<file path="src/rtl/stream_pkg.sv">
`default_nettype none
// ============================================================================
// Module      : stream_pkg
// Description : Shared constants and types for the stream_demux4 slice.
// Revision    : 1.0 - initial release
// ============================================================================
package stream_pkg;

    localparam int NPORTS = 4;
    localparam int SELW   = 2;

    typedef logic [1:0] cnt_t;

    localparam cnt_t CNT_EMPTY = 2'd0;
    localparam cnt_t CNT_FULL  = 2'd2;

    // A 2-entry slot is full when it holds both entries.
    function automatic logic slot_full(input cnt_t c);
        return (c == CNT_FULL);
    endfunction

endpackage
`default_nettype wire

</file>
<file path="src/rtl/demux_slot.sv">
`default_nettype none
// ============================================================================
// Module      : demux_slot
// Description : 2-entry valid/ready FIFO used as one output port buffer.
//               Head data is registered; no bypass from push data to output.
// Revision    : 1.0 - initial release
// ============================================================================
module demux_slot
    import stream_pkg::*;
#(
    parameter int WIDTH = 8
) (
    input  logic             clk,
    input  logic             reset_n,
    input  logic             flush,
    input  logic             i_push,
    input  logic [WIDTH-1:0] i_data,
    input  logic             i_ready,
    output logic             o_valid,
    output logic             o_full,
    output logic [WIDTH-1:0] o_data
);

    logic [WIDTH-1:0] r_data [2];
    logic             r_wr_ptr;
    logic             r_rd_ptr;
    cnt_t             r_count;
    logic             w_pop;

    assign o_valid = (r_count != CNT_EMPTY);
    assign o_full  = slot_full(r_count);
    assign o_data  = r_data[r_rd_ptr];
    assign w_pop   = o_valid & i_ready;

    // Buffer storage, pointers and occupancy; flush clears state but keeps data.
    always_ff @(posedge clk or negedge reset_n) begin
        if (!reset_n) begin
            r_count  <= CNT_EMPTY;
            r_wr_ptr <= 1'b0;
            r_rd_ptr <= 1'b0;
            for (int k = 0; k < 2; k++) begin
                r_data[k] <= '0;
            end
        end else if (flush) begin
            r_count  <= CNT_EMPTY;
            r_wr_ptr <= 1'b0;
            r_rd_ptr <= 1'b0;
        end else begin
            if (i_push) begin
                r_data[r_wr_ptr] <= i_data;
                r_wr_ptr         <= ~r_wr_ptr;
            end
            if (w_pop) begin
                r_rd_ptr <= ~r_rd_ptr;
            end
            case ({i_push, w_pop})
                2'b10:   r_count <= r_count + 2'd1;
                2'b01:   r_count <= r_count - 2'd1;
                default: r_count <= r_count;
            endcase
        end
    end

endmodule
`default_nettype wire

</file>
<file path="src/rtl/stream_demux4.sv">
`default_nettype none
// ============================================================================
// Module      : stream_demux4
// Description : Routes one valid/ready stream to one of four buffered output
//               streams. in_ready depends only on in_sel, flush and registered
//               occupancy, never on any out_ready.
// Revision    : 1.0 - initial release
// ============================================================================
module stream_demux4
    import stream_pkg::*;
#(
    parameter int WIDTH = 8
) (
    input  logic              clk,
    input  logic              reset_n,
    input  logic              flush,
    input  logic              in_valid,
    output logic              in_ready,
    input  logic [SELW-1:0]   in_sel,
    input  logic [WIDTH-1:0]  in_data,
    output logic [NPORTS-1:0] out_valid,
    input  logic [NPORTS-1:0] out_ready,
    output logic [WIDTH-1:0]  dout0,
    output logic [WIDTH-1:0]  dout1,
    output logic [WIDTH-1:0]  dout2,
    output logic [WIDTH-1:0]  dout3,
    output logic              busy
);

    logic [NPORTS-1:0] w_full;
    logic [NPORTS-1:0] w_push;
    logic [WIDTH-1:0]  w_dout [NPORTS];
    logic              w_accept;

    // Selected-port full flag gates the producer; flush blocks all pushes.
    assign in_ready = ~w_full[in_sel] & ~flush;
    assign w_accept = in_valid & in_ready;
    assign busy     = |out_valid;

    assign dout0 = w_dout[0];
    assign dout1 = w_dout[1];
    assign dout2 = w_dout[2];
    assign dout3 = w_dout[3];

    generate
        for (genvar gi = 0; gi < NPORTS; gi++) begin : g_slot
            assign w_push[gi] = w_accept & (in_sel == gi[SELW-1:0]);

            demux_slot #(
                .WIDTH (WIDTH)
            ) u_slot (
                .clk     (clk),
                .reset_n (reset_n),
                .flush   (flush),
                .i_push  (w_push[gi]),
                .i_data  (in_data),
                .i_ready (out_ready[gi]),
                .o_valid (out_valid[gi]),
                .o_full  (w_full[gi]),
                .o_data  (w_dout[gi])
            );
        end
    endgenerate

endmodule
`default_nettype wire

</file>
<file path="config.mk">
export PLATFORM = sky130hd
export DESIGN_NAME = stream_demux4
export DESIGN_NICKNAME = d
export VERILOG_FILES = /design/src/rtl/stream_pkg.sv /design/src/rtl/demux_slot.sv /design/src/rtl/stream_demux4.sv
export SDC_FILE = /design/constraint.sdc
export NUM_CORES = 1
export LEC_CHECK = 0
export BUFFER_PORTS_ARGS = -buffer_cell sky130_fd_sc_hd__buf_4
export CAP_MARGIN = 20
export CELL_PAD_IN_SITES_DETAIL_PLACEMENT = 2
export CELL_PAD_IN_SITES_GLOBAL_PLACEMENT = 2
export CORE_UTILIZATION = 39
export CTS_BUF_LIST = sky130_fd_sc_hd__clkbuf_8
export DETAILED_ROUTE_END_ITERATION = 10
export PLACE_DENSITY_LB_ADDON = 0.3
export SLEW_MARGIN = 20
export SYNTH_ARGS = -nofsm -noshare
export SYNTH_HDL_FRONTEND = slang
export SYNTH_SLANG_ARGS = --single-unit
</file>
<file path="constraint.sdc">
create_clock -name clk -period 2.5 [get_ports clk]
set_input_delay 0.25 -clock clk [delete_from_list [all_inputs] [get_ports clk]]
set_output_delay 0.25 -clock clk [all_outputs]
set_load 0.005 [all_outputs]
</file>
**Word level (Yosys, flattened, before mapping)**

Cells that the tools add are included.

- Input port bits: 18
- Register bits after elaboration: 80
- Logic and storage cells: 160
- Latch bits: 0
- Memories: 0
- ROM bits: 0
- Memory bits (writable): 0
- Output and inout bits: 38

- Bitwise gates (word level): 28
- Shift operators: 0
- Divide/modulo/power cells: 0
- Multiplexer cells: 50
- Add/sub/neg operators: 8
- Eq/ne operators: 15
- Reduce and logical (&&, ||, !) cells: 26
- Multiply operators: 0
- $lt $le $gt $ge: 13

Operators by type and width:

| cell | number |
|---|---|
| $mux 8 | 16 |
| $bwmux 16 | 4 |
| $demux 8 s1 | 4 |
| $reduce_bool 2->1 | 12 |
| $eq 2x2->1 const B | 10 |
| $mux 1 | 17 |
| $ge 2x2->1 const B | 8 |
| $not 1->2 | 8 |
| $pmux 2 s2 | 4 |
| $reduce_bool 3->1 | 4 |
| $and 1x1->1 | 10 |
| $eq 2x1->1 const B | 5 |
| $not 1->1 | 10 |
| $add 2x1->2 const B | 4 |
| $lt 2x1->1 const B | 4 |
| $mux 2 | 4 |
| $reduce_and 2->1 | 4 |
| $sub 2x1->2 const B | 4 |
| $logic_and 1x1->1 | 4 |
| $reduce_or 4->1 | 1 |
| $lt 2x3->1 const B | 1 |
| $bmux 1 s2 | 1 |
| $logic_not 2->1 | 1 |

**Logic depth before layout (Yosys ltp)**

- Word-level depth: 10
- Depth in mapped cells: 5
- Mapped depth without buffers: 3

**Cells and area by module**

A second synthesis with hierarchy kept.

- Cell total of the unflattened synthesis: 257
- Area, all modules: 3723.6 um^2

Modules (own cells, without submodules):

| module | sequential area each (um^2) | area an instance (um^2) | instances | cells each |
|---|---|---|---|---|
| demux_slot | 500.5 | 912.1 | 4 | 62 |
| stream_demux4 | 0.0 | 75.1 | 1 | 9 |

**Worst setup path before layout**

No wires, ideal clock.

- Kind: input-to-reg
- Start: input port in_sel[0]
- End: register g_slot[0].u_slot.r_data[10] (netlist bit)
- Library setup time: 0.128 ns
- Data required time: 2.372 ns
- Path buffers: 2
- Stages: 5
- Setup slack: 0.689 ns
- Data arrival time: 1.684 ns
- Cell sequence: clkbuf_2 > or4b_4 > or3_1 > buf_2 > mux2_1

- Cells in the longest elaborated chain, start to end: 7
- Elaborated cells between the ends (all ways): 8
- Classes of those cells: 2 x mux; 4 x bitwise; 2 x reduce/logical

RTL lines:

| what | RTL line | source |
|---|---|---|
| start: declaration | stream_demux4.sv:19 | `input logic [SELW-1:0] in_sel,` |
| $bmux 1 s2 | stream_demux4.sv:36 | `assign in_ready = ~w_full[in_sel] & ~flush;` |
| $mux 1 (implied by the code) | stream_demux4.sv:36 |  |
| $not 1->1 | stream_demux4.sv:36 |  |
| $and 1x1->1 | stream_demux4.sv:36 |  |
| $and 1x1->1 | stream_demux4.sv:37 | `assign w_accept = in_valid & in_ready;` |
| $and 1x1->1 * | stream_demux4.sv:47 | `assign w_push[gi] = w_accept & (in_sel == gi[SELW-1:0]);` |
| $reduce_and 2->1 (no line) * | n/a |  |
| end signal: indexed assignment | demux_slot.sv:50 | `r_data[r_wr_ptr] <= i_data;` |
| end: declaration | demux_slot.sv:24 | `logic [WIDTH-1:0] r_data [2];` |

Mark *: on every way between the ends. The rest lies on a longest branch, timed or not. The select of a mux whose other input is x is not followed.
A chain may end at the register's enable or synchronous reset.

**Worst setup path after layout**

- Start: register g_slot[1].u_slot.r_count[1]
- End: output port in_ready

- Cells in the longest elaborated chain, start to end: 5

RTL lines:

| what | RTL line | source |
|---|---|---|
| start: declaration | demux_slot.sv:27 | `cnt_t r_count;` |
| start signal: assignment | demux_slot.sv:57 | `2'b10: r_count <= r_count + 2'd1;` |
| start signal: assignment | demux_slot.sv:58 | `2'b01: r_count <= r_count - 2'd1;` |
| start signal: assignment | demux_slot.sv:59 | `default: r_count <= r_count;` |
| $eq 2x2->1 | stream_pkg.sv:19 | `return (c == CNT_FULL);` |
| $bmux 1 s2 | stream_demux4.sv:36 |  |
| $mux 1 (implied by the code) | stream_demux4.sv:36 |  |
| $not 1->1 | stream_demux4.sv:36 |  |
| $and 1x1->1 | stream_demux4.sv:36 |  |
| end: declaration | stream_demux4.sv:18 | `output logic in_ready,` |

Every way passes these cells. The select of a mux whose other input is x is not followed.

==> summary.txt <==
========================================================================================================
Result of the run                                                                              completed
WS Path Type                                                                                  reg -> out
Max rail drop VDD                                                                             0.000528 V
Count of buffers inserted at the top-level ports                                                      55
Crit path launch type                                                                          flip-flop
Root Buffer Master                                                                              clkbuf_8
Detailed Route Iter0 Violations                                                                       61
Finished Cell Area                                                                              4480 um2
Max Clk Rate                                                                                     485 MHz
Post-CTS clock slew at the launch and capture registers of the worst setup and hold paths        0.09 ns
Worst Reg-to-Reg Cells                                                                                 3
Proportion of synthesized chip area in sequential cells                                            53.8%
Count of vias placed by the detailed router                                                        2,489
Static leakage                                                                                   2.07 nW
Sum of overflow across all layers after global routing                                                 0
Ratio of total power to cell area                                                             708 nW/um2
Ratio of cells with drive above 1 in the final layout                                              49.9%
Initial antenna violation count                                                                        0
Average cell area after synthesis                                                               13.3 um2
EDFF count, synth                                                                                      0
Final HPWL from detailed placement                                                               6400 um
GRT Total Usage                                                                                    20.8%
Class of the worst hold path                                                                   in -> reg
Worst path required time                                                                         2.25 ns
Area leader, netlist                                                                             dfrtp_1
Final GP Congestion                                                                                0.720
Category of the worst setup path capture point                                               output port
Setup Viol. Count Final                                                                                0
Clock tree from TritonCTS                                                                            yes
Final-report hold violation count                                                                      0
Number of CTS-inserted buffers                                                                         9
Number of resized instances in the post-cts repair step                                                0
Total negative setup slack                                                                          0 ns
Number of top-level design ports                                                                      56
Count of mapped cells out of synthesis                                                               279
DRT Pass-1 Iters                                                                                       4
Placeable core region                                                                           9240 um2
Clock buffer depth                                                                                     2
Antenna diode instance count                                                                           0
Rows                                                                                                  35
Total standard cell area after synthesis                                                        3720 um2
Final period demand of the worst path                                                            2.06 ns
Total detailed-routing wirelength                                                                9400 um
CTS H-Tree Depth                                                                                       3
Post-Syn Nets                                                                                        297
Tcrit/Tclk final                                                                                   82.5%
Wire length per cell after detailed routing                                                      19.8 um
Yosys synthesis warning count                                                                          0
Global-route wire length before repair                                                         15,300 um
Number of synthesized register bits                                                                   80
Synth cell types                                                                                      31
Worst slew margin relative to its limit                                                            59.2%
Die ar.                                                                                         9940 um2
Area share of the largest cell type after synthesis                                                53.8%
Number of max-capacitance violations reported                                                          0
Fraction of synthesis flops using an asynchronous set or reset pin                                  100%
Remaining number of nets flagged by the antenna check after routing                                    0
Number of clock sinks                                                                                 80
Unrepaired setup endpoints after global routing                                                    false
Effective utilization at floorplan                                                                 40.3%
Hold Crit Start                                                                             out_ready[3]
Clock latency on the worst-skew pair                                                             0.36 ns
Area growth from synthesis to layout                                                               20.4%
Slew Limit Fails                                                                                       0
Pin slew with the least headroom to its limit                                                   0.613 ns
Number of nets in the layout                                                                         359
Number of global-route vias before repair                                                          2,754
Worst setup path startpoint                                                                 g_slot[1].u_slot.r_count[1]$_DFFE_PN0P_
# DRC                                                                                                  0
Most frequent cell after synthesis                                                                mux2_2
DP Area                                                                                         4290 um2
Die boundary height                                                                              99.7 um
Worst hold stages                                                                                      2
Post-layout utilization of the core                                                                48.5%
Area contributors post-synth                                                                dfrtp_1 54%, mux2_2 28%, nand3b_1 1.6%
Via density                                                                                         5.25
Worst Clk Skew                                                                                0.00799 ns
Highest fanout seen on the critical path                                                               7
Die Width                                                                                        99.7 um
Most frequent cells after synthesis                                                         91 x mux2_2, 80 x dfrtp_1, 14 x nor2_1, 11 x o21ai_0
Pin count of the biggest net entering global routing                                                  47
Main synth FF type                                                                               dfrtp_1
CP Data Arrival Time                                                                             1.81 ns
R2R Path Start                                                                              g_slot[1].u_slot.r_count[1]$_DFFE_PN0P_
========================================================================================================
[worst max-delay path, stage by stage, from the launching register on]
cell	delay, ns
dfrtp_1	0.45
nor2b_1	0.47
mux4_2	0.35
nor2_1	0.04
buf_4	0.14
[where the power goes]
| part | internal, mW | switching [mW] |
|---|---|---|
| logic | 0.412 | 0.246 |
| clock network | 0.452 | 0.490 |
| registers | 1.47 | 0.101 |
| total | 2.34 | 0.838 |
[cells in the final DEF, fill, tap and decap left out, drive strengths merged]
master,synthesis,layout
nand2,8,8
clkinv,0,2
and4b,1,1
mux2,96,96
or3,3,3
o21bai,1,1
nor2,14,14
nand2b,1,1
nand4b,1,1
bufinv,0,1
nor4,4,4
a31oi,4,4
inv,4,5
nand4bb,2,2
nand4,1,1
mux4,1,1
dfrtp,80,80
buf,5,62
nor4b,1,1
o21ai,11,11
a2111oi,4,4
nor3,4,4
dlygate4sd3,0,1
or4b,1,1
xor2,4,4
clkbuf,7,9
nor4bb,2,2
clkinvlp,0,2
nand3b,8,8
a21oi,3,3
nor2b,8,8
[final timing paths]
path	endpoint	slack, ns
min in group asynchronous	g_slot[0].u_slot.r_wr_ptr$_DFFE_PN0P_	0.44
setup / recovery	in_ready	0.44
setup reg to reg	g_slot[1].u_slot.r_data[5]$_DFFE_PN0P_	0.66
hold / removal	g_slot[3].u_slot.r_count[1]$_DFFE_PN0P_	0.12
hold reg to reg	g_slot[0].u_slot.r_data[10]$_DFFE_PN0P_	0.50
max in group asynchronous	g_slot[2].u_slot.r_data[10]$_DFFE_PN0P_	1.34
[layout make-up]
class                   instances  area, um2
well taps                     129        161
clock inverters                 6       62.6
multi-input cells             183       1640
fillers                       939       4760
clock buffers                   9        124
repair buffers                 63        475
inverters                       4       15.0
flip-flops and latches         80       2000
[repair_timing]
item | CTS | global route
endpoints found under the hold margin | 44 | 0
endpoints found under the setup margin | 0 | 0
hold buffers | 1 | 0
setup buffers | 0 | 0
[logic make-up (layout without fill, tap and decap cells)]
logic type	after synthesis	after routing	share of synthesized area (%)
compound gates	23	23	3.70
xor+xnor	4	4	0.941
buf+inv	16	82	2.08
flops	80	80	53.8
mux	97	97	29.6
simple gates	59	59	9.88
[sequential cells by signal, summed over array words and instances (netlist names)]
signal and cells:
g_slot.u_slot.r_count 8, g_slot.u_slot.r_rd_ptr 4, g_slot.u_slot.r_data 64, g_slot.u_slot.r_wr_ptr 4
[metrics by stage]
stage	setup slack (ns)	hold slack [ns]	cells	power [mW]
finish	0.437	0.119	474	3.17
global route	0.300	0.118	474	3.32
CTS	0.441	0.107	474	3.23
detailed placement	0.444	0.305	458	2.26
global placement	0.520	0.300	458	2.22
floorplan	0.689	-0.0456	279	1.90
[layer usage]
| layer | vias to the layer above | global-route usage [%] | routed length [um] |
|---|---|---|---|
| li1 | 1139 | - | - |
| met2 | 48 | 35.2 | 4740 |
| met1 | 1296 | 27.0 | 4240 |
| met4 | 0 | 5.09 | 85 |
| met3 | 6 | 4.92 | 336 |
| met5 | - | 0 | 0 |
(Power assumes the default switching activity.)
